<file path="src/rtl/fp_sqrt_pkg.sv">
// rtl/fp_sqrt_pkg.sv - shared types and format helpers for the iterative square root
package fp_sqrt_pkg;

  typedef enum logic [2:0] {
    ST_IDLE,
    ST_NORM,
    ST_ITER,
    ST_ROUND,
    ST_DONE
  } state_e;

  typedef enum logic [2:0] {
    CL_ZERO,
    CL_SUB,
    CL_NORM,
    CL_INF,
    CL_QNAN,
    CL_SNAN
  } op_class_e;

  function automatic int fp_bias(input int exp_w);
    return (1 << (exp_w - 1)) - 1;
  endfunction

  // Canonical quiet NaN: sign 0, exponent all ones, fraction MSB set, rest zero.
  function automatic logic [63:0] canon_nan(input int exp_w, input int man_w);
    return ((64'd1 << (exp_w + 1)) - 64'd1) << (man_w - 1);
  endfunction

  function automatic op_class_e classify(input logic exp_zero, input logic exp_ones,
                                         input logic frac_zero, input logic frac_msb);
    if (exp_ones) begin
      if (frac_zero) return CL_INF;
      return frac_msb ? CL_QNAN : CL_SNAN;
    end
    if (exp_zero) return frac_zero ? CL_ZERO : CL_SUB;
    return CL_NORM;
  endfunction

endpackage

</file>
<file path="src/rtl/fp_sqrt_step.sv">
// rtl/fp_sqrt_step.sv - one radix-2 restoring square-root recurrence step
//
// Purpose: shift two radicand bits into the partial remainder, compare with the
// trial value {root,01}, subtract on success and append the new root bit.
// Ports:
//   rem_i  / rem_o   partial remainder in / out (R+2 bits)
//   root_i / root_o  partial root in / out (R bits, grows from the LSB)
//   bits_i           next two radicand bits, MSB first
module fp_sqrt_step #(
  parameter int R = 25
) (
  input  logic [R+1:0] rem_i,
  input  logic [R-1:0] root_i,
  input  logic [1:0]   bits_i,
  output logic [R+1:0] rem_o,
  output logic [R-1:0] root_o
);

  logic [R+3:0] rem_sh;
  logic [R+1:0] trial;
  logic         ge;

  assign rem_sh = {rem_i, bits_i};
  assign trial  = {root_i, 2'b01};
  assign ge     = rem_sh >= {2'b00, trial};
  // The true remainder always fits in R+2 bits, so modular subtraction is exact.
  assign rem_o  = rem_sh[R+1:0] - (ge ? trial : '0);
  assign root_o = {root_i[R-2:0], ge};

endmodule

</file>
<file path="src/rtl/fp_sqrt_iter.sv">
// rtl/fp_sqrt_iter.sv - multi-cycle digit-recurrence IEEE-754 square root
//
// Purpose: one operation in flight; operand accepted in IDLE, classified and
// normalised in NORM, BPC root bits per ITER cycle, RNE rounding in ROUND,
// result held in DONE until consumed.
// Ports:
//   clk, rst_n           clock, asynchronous active-low reset
//   in_valid/in_ready    operand handshake (in_ready high only in IDLE)
//   in_a                 operand {sign,exp,frac}
//   out_valid/out_ready  result handshake (result held while stalled)
//   out_y                square root, round-to-nearest-even
//   out_nv, out_nx       invalid and inexact flags
module fp_sqrt_iter
  import fp_sqrt_pkg::*;
#(
  parameter int EXP_W = 8,
  parameter int MAN_W = 23,
  parameter int BPC   = 1
) (
  input  logic                   clk,
  input  logic                   rst_n,
  input  logic                   in_valid,
  output logic                   in_ready,
  input  logic [EXP_W+MAN_W:0]   in_a,
  output logic                   out_valid,
  input  logic                   out_ready,
  output logic [EXP_W+MAN_W:0]   out_y,
  output logic                   out_nv,
  output logic                   out_nx
);

  localparam int W      = 1 + EXP_W + MAN_W;
  localparam int N_ITER = (MAN_W + 2 + BPC - 1) / BPC;
  localparam int R      = N_ITER * BPC;
  localparam int CW     = $clog2(N_ITER + 1);
  localparam int BIAS   = fp_bias(EXP_W);
  localparam logic [W-1:0]  QNAN     = W'(canon_nan(EXP_W, MAN_W));
  // Root bits that lie below the guard bit feed the sticky bit.
  localparam logic [R-1:0]  LOW_MASK = {R{1'b1}} >> (MAN_W + 2);
  localparam logic [CW-1:0] LAST     = CW'(N_ITER - 1);

  state_e             state_q, state_d;
  logic [CW-1:0]      cnt_q, cnt_d;
  logic [W-1:0]       a_q, a_d;
  logic [2*R-1:0]     x_q, x_d;
  logic [R+1:0]       rem_q, rem_d;
  logic [R-1:0]       root_q, root_d;
  logic [EXP_W-1:0]   exp_q, exp_d;
  logic [W-1:0]       y_q, y_d;
  logic               nv_q, nv_d, nx_q, nx_d;

  // Operand decode and normalisation (used in NORM).
  logic               sgn;
  logic [EXP_W-1:0]   expf;
  logic [MAN_W-1:0]   frac;
  op_class_e          cls;
  int                 lz, e_un, e_ev;
  logic [MAN_W:0]     mant;
  logic [MAN_W+1:0]   rad;
  logic [EXP_W-1:0]   res_exp;

  assign sgn  = a_q[W-1];
  assign expf = a_q[W-2:MAN_W];
  assign frac = a_q[MAN_W-1:0];
  assign cls  = classify(expf == '0, &expf, frac == '0, frac[MAN_W-1]);

  always_comb begin
    lz = MAN_W;
    for (int i = 0; i < MAN_W; i++) begin
      if (frac[i]) lz = MAN_W - 1 - i;
    end
  end

  always_comb begin
    mant    = '0;
    e_un    = 0;
    e_ev    = 0;
    rad     = '0;
    res_exp = '0;
    if (cls == CL_SUB) begin
      mant = {1'b0, frac} << (lz + 1);
      e_un = 1 - BIAS - (lz + 1);
    end else begin
      mant = {1'b1, frac};
      e_un = int'(expf) - BIAS;
    end
    // An odd exponent is made even by doubling the radicand.
    e_ev    = e_un[0] ? e_un - 1 : e_un;
    rad     = e_un[0] ? {mant, 1'b0} : {1'b0, mant};
    res_exp = EXP_W'((e_ev >>> 1) + BIAS);
  end

  // Recurrence chain: BPC steps per cycle, consuming radicand MSBs first.
  logic [R+1:0] rem_c  [0:BPC];
  logic [R-1:0] root_c [0:BPC];

  assign rem_c[0]  = rem_q;
  assign root_c[0] = root_q;

  for (genvar j = 0; j < BPC; j++) begin : g_step
    fp_sqrt_step #(.R(R)) u_step (
      .rem_i  (rem_c[j]),
      .root_i (root_c[j]),
      .bits_i (x_q[2*R-1-2*j -: 2]),
      .rem_o  (rem_c[j+1]),
      .root_o (root_c[j+1])
    );
  end

  // Rounding: root MSB is the hidden bit, a carry out renormalises.
  logic [MAN_W:0]   sig_r;
  logic             guard, sticky;
  logic [MAN_W+1:0] sig_up;
  logic [MAN_W-1:0] frac_o;
  logic [EXP_W-1:0] exp_o;

  assign sig_r  = root_q[R-1 -: MAN_W+1];
  assign guard  = root_q[R-2-MAN_W];
  assign sticky = (|(root_q & LOW_MASK)) | (|rem_q);
  assign sig_up = {1'b0, sig_r} + {{(MAN_W+1){1'b0}}, guard};
  assign frac_o = sig_up[MAN_W+1] ? sig_up[MAN_W:1] : sig_up[MAN_W-1:0];
  assign exp_o  = exp_q + {{(EXP_W-1){1'b0}}, sig_up[MAN_W+1]};

  always_comb begin
    state_d = state_q;
    cnt_d   = cnt_q;
    a_d     = a_q;
    x_d     = x_q;
    rem_d   = rem_q;
    root_d  = root_q;
    exp_d   = exp_q;
    y_d     = y_q;
    nv_d    = nv_q;
    nx_d    = nx_q;
    case (state_q)
      ST_IDLE: begin
        if (in_valid) begin
          a_d     = in_a;
          state_d = ST_NORM;
        end
      end
      ST_NORM: begin
        nv_d    = 1'b0;
        nx_d    = 1'b0;
        state_d = ST_DONE;
        if (cls == CL_QNAN || cls == CL_SNAN) begin
          y_d  = QNAN;
          nv_d = (cls == CL_SNAN);
        end else if (cls == CL_ZERO) begin
          y_d = a_q;
        end else if (sgn) begin
          y_d  = QNAN;
          nv_d = 1'b1;
        end else if (cls == CL_INF) begin
          y_d = a_q;
        end else begin
          x_d     = {rad, {(2*R-MAN_W-2){1'b0}}};
          rem_d   = '0;
          root_d  = '0;
          cnt_d   = '0;
          exp_d   = res_exp;
          state_d = ST_ITER;
        end
      end
      ST_ITER: begin
        rem_d  = rem_c[BPC];
        root_d = root_c[BPC];
        x_d    = x_q << (2 * BPC);
        cnt_d  = cnt_q + 1'b1;
        if (cnt_q == LAST) state_d = ST_ROUND;
      end
      ST_ROUND: begin
        y_d     = {1'b0, exp_o, frac_o};
        nv_d    = 1'b0;
        nx_d    = guard | sticky;
        state_d = ST_DONE;
      end
      ST_DONE: begin
        if (out_ready) state_d = ST_IDLE;
      end
      default: state_d = ST_IDLE;
    endcase
  end

  always_ff @(posedge clk or negedge rst_n) begin
    if (!rst_n) begin
      state_q <= ST_IDLE;
      cnt_q   <= '0;
      a_q     <= '0;
      x_q     <= '0;
      rem_q   <= '0;
      root_q  <= '0;
      exp_q   <= '0;
      y_q     <= '0;
      nv_q    <= 1'b0;
      nx_q    <= 1'b0;
    end else begin
      state_q <= state_d;
      cnt_q   <= cnt_d;
      a_q     <= a_d;
      x_q     <= x_d;
      rem_q   <= rem_d;
      root_q  <= root_d;
      exp_q   <= exp_d;
      y_q     <= y_d;
      nv_q    <= nv_d;
      nx_q    <= nx_d;
    end
  end

  assign in_ready  = (state_q == ST_IDLE);
  assign out_valid = (state_q == ST_DONE);
  assign out_y     = y_q;
  assign out_nv    = nv_q;
  assign out_nx    = nx_q;

endmodule

</file>
<file path="config.mk">
export PLATFORM = sky130hd
export DESIGN_NAME = fp_sqrt_iter
export DESIGN_NICKNAME = d
export VERILOG_FILES = /design/src/rtl/fp_sqrt_pkg.sv /design/src/rtl/fp_sqrt_step.sv /design/src/rtl/fp_sqrt_iter.sv
export SDC_FILE = /design/constraint.sdc
export NUM_CORES = 1
export LEC_CHECK = 0
export CORE_MARGIN = 2
export CORE_UTILIZATION = 30
export CTS_BUF_LIST = sky130_fd_sc_hd__clkbuf_8
export DETAILED_ROUTE_END_ITERATION = 10
export PLACE_DENSITY = 0.53
export SYNTH_ARGS = -nofsm -noshare
export SYNTH_HDL_FRONTEND = slang
export SYNTH_SLANG_ARGS = --single-unit
</file>
<file path="constraint.sdc">
create_clock -name clk -period 8.4 [get_ports clk]
set_clock_uncertainty 0.2 [all_clocks]
set_input_delay 1.68 -clock clk [delete_from_list [all_inputs] [get_ports clk]]
set_output_delay 1.68 -clock clk [all_outputs]
set_load 0.05 [all_outputs]
</file>
==> results.sh <==
export IMPL_status="finished, final reports clean"
export IMPL_fin_tns_setup_ns=0
export IMPL_post_route_period_util=0.686
export IMPL_grt_pass1_wl_um=55300
export IMPL_h_tree_depth=4
export IMPL_start_kind="flop"
export IMPL_hold_path_class="flop to flop"
export IMPL_synthTopCellsByCount="nand2_1 (188), dfrtp_1 (159), o21ai_0 (117)"
export IMPL_ant_nets=0
export IMPL_final_layout_size_suffix_gt1_frac=0.0825
export IMPL_ys_dominant_reg_cell="dfrtp_1"
export IMPL_rsz0062_at_grt="false"
export IMPL_syn_avg_cell_area_sq_um=8.46
export IMPL_yosys_warnings=0
export IMPL_netlist_area_leader_share=0.352
export IMPL_grt_overflow_total=0
export IMPL_rows=71
export IMPL_synth_edf_count=0
export IMPL_die_area_sq_um=39300
export IMPL_synth_area_leaders="dfrtp_1 (35%), ha_1 (6.9%), nand2_1 (6.2%)"
export IMPL_crit_type="flop to flop"
export IMPL_power_leakage_uw=0.00527
export IMPL_max_vdd_ir_drop_v=0.000382
export IMPL_clock_sinks=159
export IMPL_io_pins=72
export IMPL_core_area_sq_um=37400
export IMPL_grt_usage=0.179
export IMPL_synth_cells=1338
export IMPL_required_ns=8.60
export IMPL_synth_area_sq_um=11300
export IMPL_root_buffer="clkbuf_8"
export IMPL_port_buffers=71
export IMPL_drt_iter0_drc=837
export IMPL_clk_latency_ns=0.50
export IMPL_die_w_um=198
export IMPL_post_dp_hpwl_um=24900
export IMPL_cts_hold_buf=0
export IMPL_async_reset_ff_frac=1.00
export IMPL_drt_pass1_iterations=5
export IMPL_slew_headroom=0.342
export IMPL_seq_area_frac_synth=0.352
export IMPL_cap_viol_max_count=0
export IMPL_worst_ep_arrival_time_ns=5.97
export IMPL_critPathMaxFanout=26
export IMPL_cellPowerDensity_nw_per_um2=461
export IMPL_cts_tree="built"
export IMPL_gp_congestion=0.887
export IMPL_drc=0
export IMPL_antenna_cells=0
export IMPL_clk_path_buf_depth=2
export IMPL_finalSetupViolations=0
export IMPL_syn_nets=1436
export IMPL_wl_per_cell_um=18.1
export IMPL_routed_via_density=5.45
export IMPL_max_freq_ghz=0.173
export IMPL_die_h_um=198
export IMPL_hold_slack_ns=0.278
export IMPL_finalWirelength_um=34000
export IMPL_synth_top_area_cell="dfrtp_1"
export IMPL_numCtsBuffers=17
export IMPL_final_max_slew_viol_count=0
export IMPL_clkTransAtPathRegs_ns=0.12
export IMPL_start_util=0.303
export IMPL_hold_viol_final=0
export IMPL_grt_max_degree=99
export IMPL_cp_end_kind="flop"
export IMPL_yosysMostFrequentCell="nand2_1"
export IMPL_nets=1455
export IMPL_grt_antenna_before_repair=0
export IMPL_syn2layout_area_growth_pct=13.4
export IMPL_period_needed_ns=5.76
export IMPL_vias=10300
export IMPL_tightest_slew_ns=0.975
export IMPL_post_cts_repair_setup_buffers=0
export IMPL_grt_pass1_vias=9846
export IMPL_ys_types=88
export IMPL_cts_resized=0
export IMPL_ys_seq_elements=159
-- worst paths after layout --
kind                                       startpoint                    end  slack, ns  depth (start not counted)
max in group asynchronous                       rst_n    x_q[31]$_DFFE_PN0P_       5.49                          2
min in group asynchronous                       rst_n    a_q[26]$_DFFE_PN0P_       1.10                          1
worst max register to register  root_q[8]$_DFFE_PN0P_  rem_q[16]$_DFFE_PN0P_       2.64                         21
worst min-delay path             out_y[4]$_DFFE_PN0P_   out_y[4]$_DFFE_PN0P_       0.28                          2
worst min register to register   out_y[4]$_DFFE_PN0P_   out_y[4]$_DFFE_PN0P_       0.28                          2
worst max-delay path            root_q[8]$_DFFE_PN0P_  rem_q[16]$_DFFE_PN0P_       2.64                         21
-- power breakdown --
group	internal [uW]	total (uW)	switching, uW
registers	1030	1440	407
logic	1490	3860	2370
clock network	275	621	346
-- layer usage --
metal | GRT usage | vias to the layer above | part of all wire
met5 | 0 | - | 0
met4 | 0.0524 | 0 | 0.020
met3 | 0.0284 | 52 | 0.054
met2 | 0.273 | 308 | 0.44
met1 | 0.259 | 4976 | 0.48
li1 | - | 4918 | -
-- critical path: stages, from the launching register on --
cell and delay [ns]:
dfrtp_1 0.47, inv_1 0.11, ha_1 0.32, a21o_1 0.16
a21o_1 0.17, a21oi_1 0.21, o31ai_1 0.09, a211oi_1 0.30
o41ai_1 0.13, a21o_1 0.53, ha_1 0.38, ha_1 0.21
nor2b_1 0.11, o21ai_0 0.10, a21boi_0 0.40, o21ai_0 0.24
a21boi_0 0.28, o21a_1 0.20, o21ai_0 0.11, a2111oi_0 0.52
o21ai_0 0.16, a32o_1 0.27
-- per-stage QoR --
step	utilization	instances	area, sq um	setup WS [ns]	total power, uW
2_1_floorplan	-	1338	11300	3.48	4240
3_3_place_gp	0.332	1849	12400	2.89	5220
3_5_place_dp	0.332	1849	12400	2.68	5250
4_1_cts	0.343	1881	12800	2.68	5900
5_1_grt	0.343	1881	12800	2.04	6420
6_report	0.343	1881	12800	2.64	5920
-- logic make-up (layout without fill, tap and decap cells) --
family	after synthesis	after routing	synth area share
multiplexers	49	49	0.0549
AND/OR/NAND/NOR	448	448	0.186
adder cells (fa/ha/maj)	62	62	0.0685
buffers and inverters	146	178	0.0521
AO/OA/AOI/OAI	417	417	0.241
flip-flops	159	159	0.352
XOR/XNOR	57	57	0.0460
-- sequential cells by signal (all words and copies together), names as in the netlist --
register	flops
a_q	32
out_y	32
rem_q	27
root_q	25
x_q	25
exp_q	8
cnt_q	5
state_q	3
out_nv	1
out_nx	1
-- cell type report --
cell class	count	area, sq um
flip-flops and latches	159	3980
repair buffers	85	817
multi-input cells	1033	6760
clock buffers	17	234
well taps	511	639
clock inverters	15	174
inverters	61	231
fillers	3963	24600
-- cells in the final DEF (no fill, tap or decap), drive strengths merged, types with 7 or more instances in the layout --
master | Yosys | routed
a21o | 25 | 25
a21oi | 78 | 78
a221oi | 12 | 12
a22oi | 7 | 7
a31oi | 19 | 19
and2 | 8 | 8
and3 | 11 | 11
buf | 22 | 15
clkbuf | 63 | 17
clkdlybuf4s50 | 0 | 70
dfrtp | 159 | 159
ha | 62 | 62
inv | 61 | 70
mux2 | 25 | 25
mux2i | 16 | 16
mux4 | 8 | 8
nand2 | 189 | 189
nand2b | 9 | 9
nand3 | 42 | 42
nand4 | 15 | 15
nor2 | 91 | 91
nor2b | 10 | 10
nor3 | 24 | 24
nor4 | 20 | 20
o211ai | 13 | 13
o21a | 15 | 15
o21ai | 122 | 122
o221ai | 9 | 9
o22ai | 40 | 40
o31ai | 13 | 13
or3 | 7 | 7
xnor2 | 39 | 39
xor2 | 17 | 17
No activity file was read; power rests on OpenSTA's default activity.
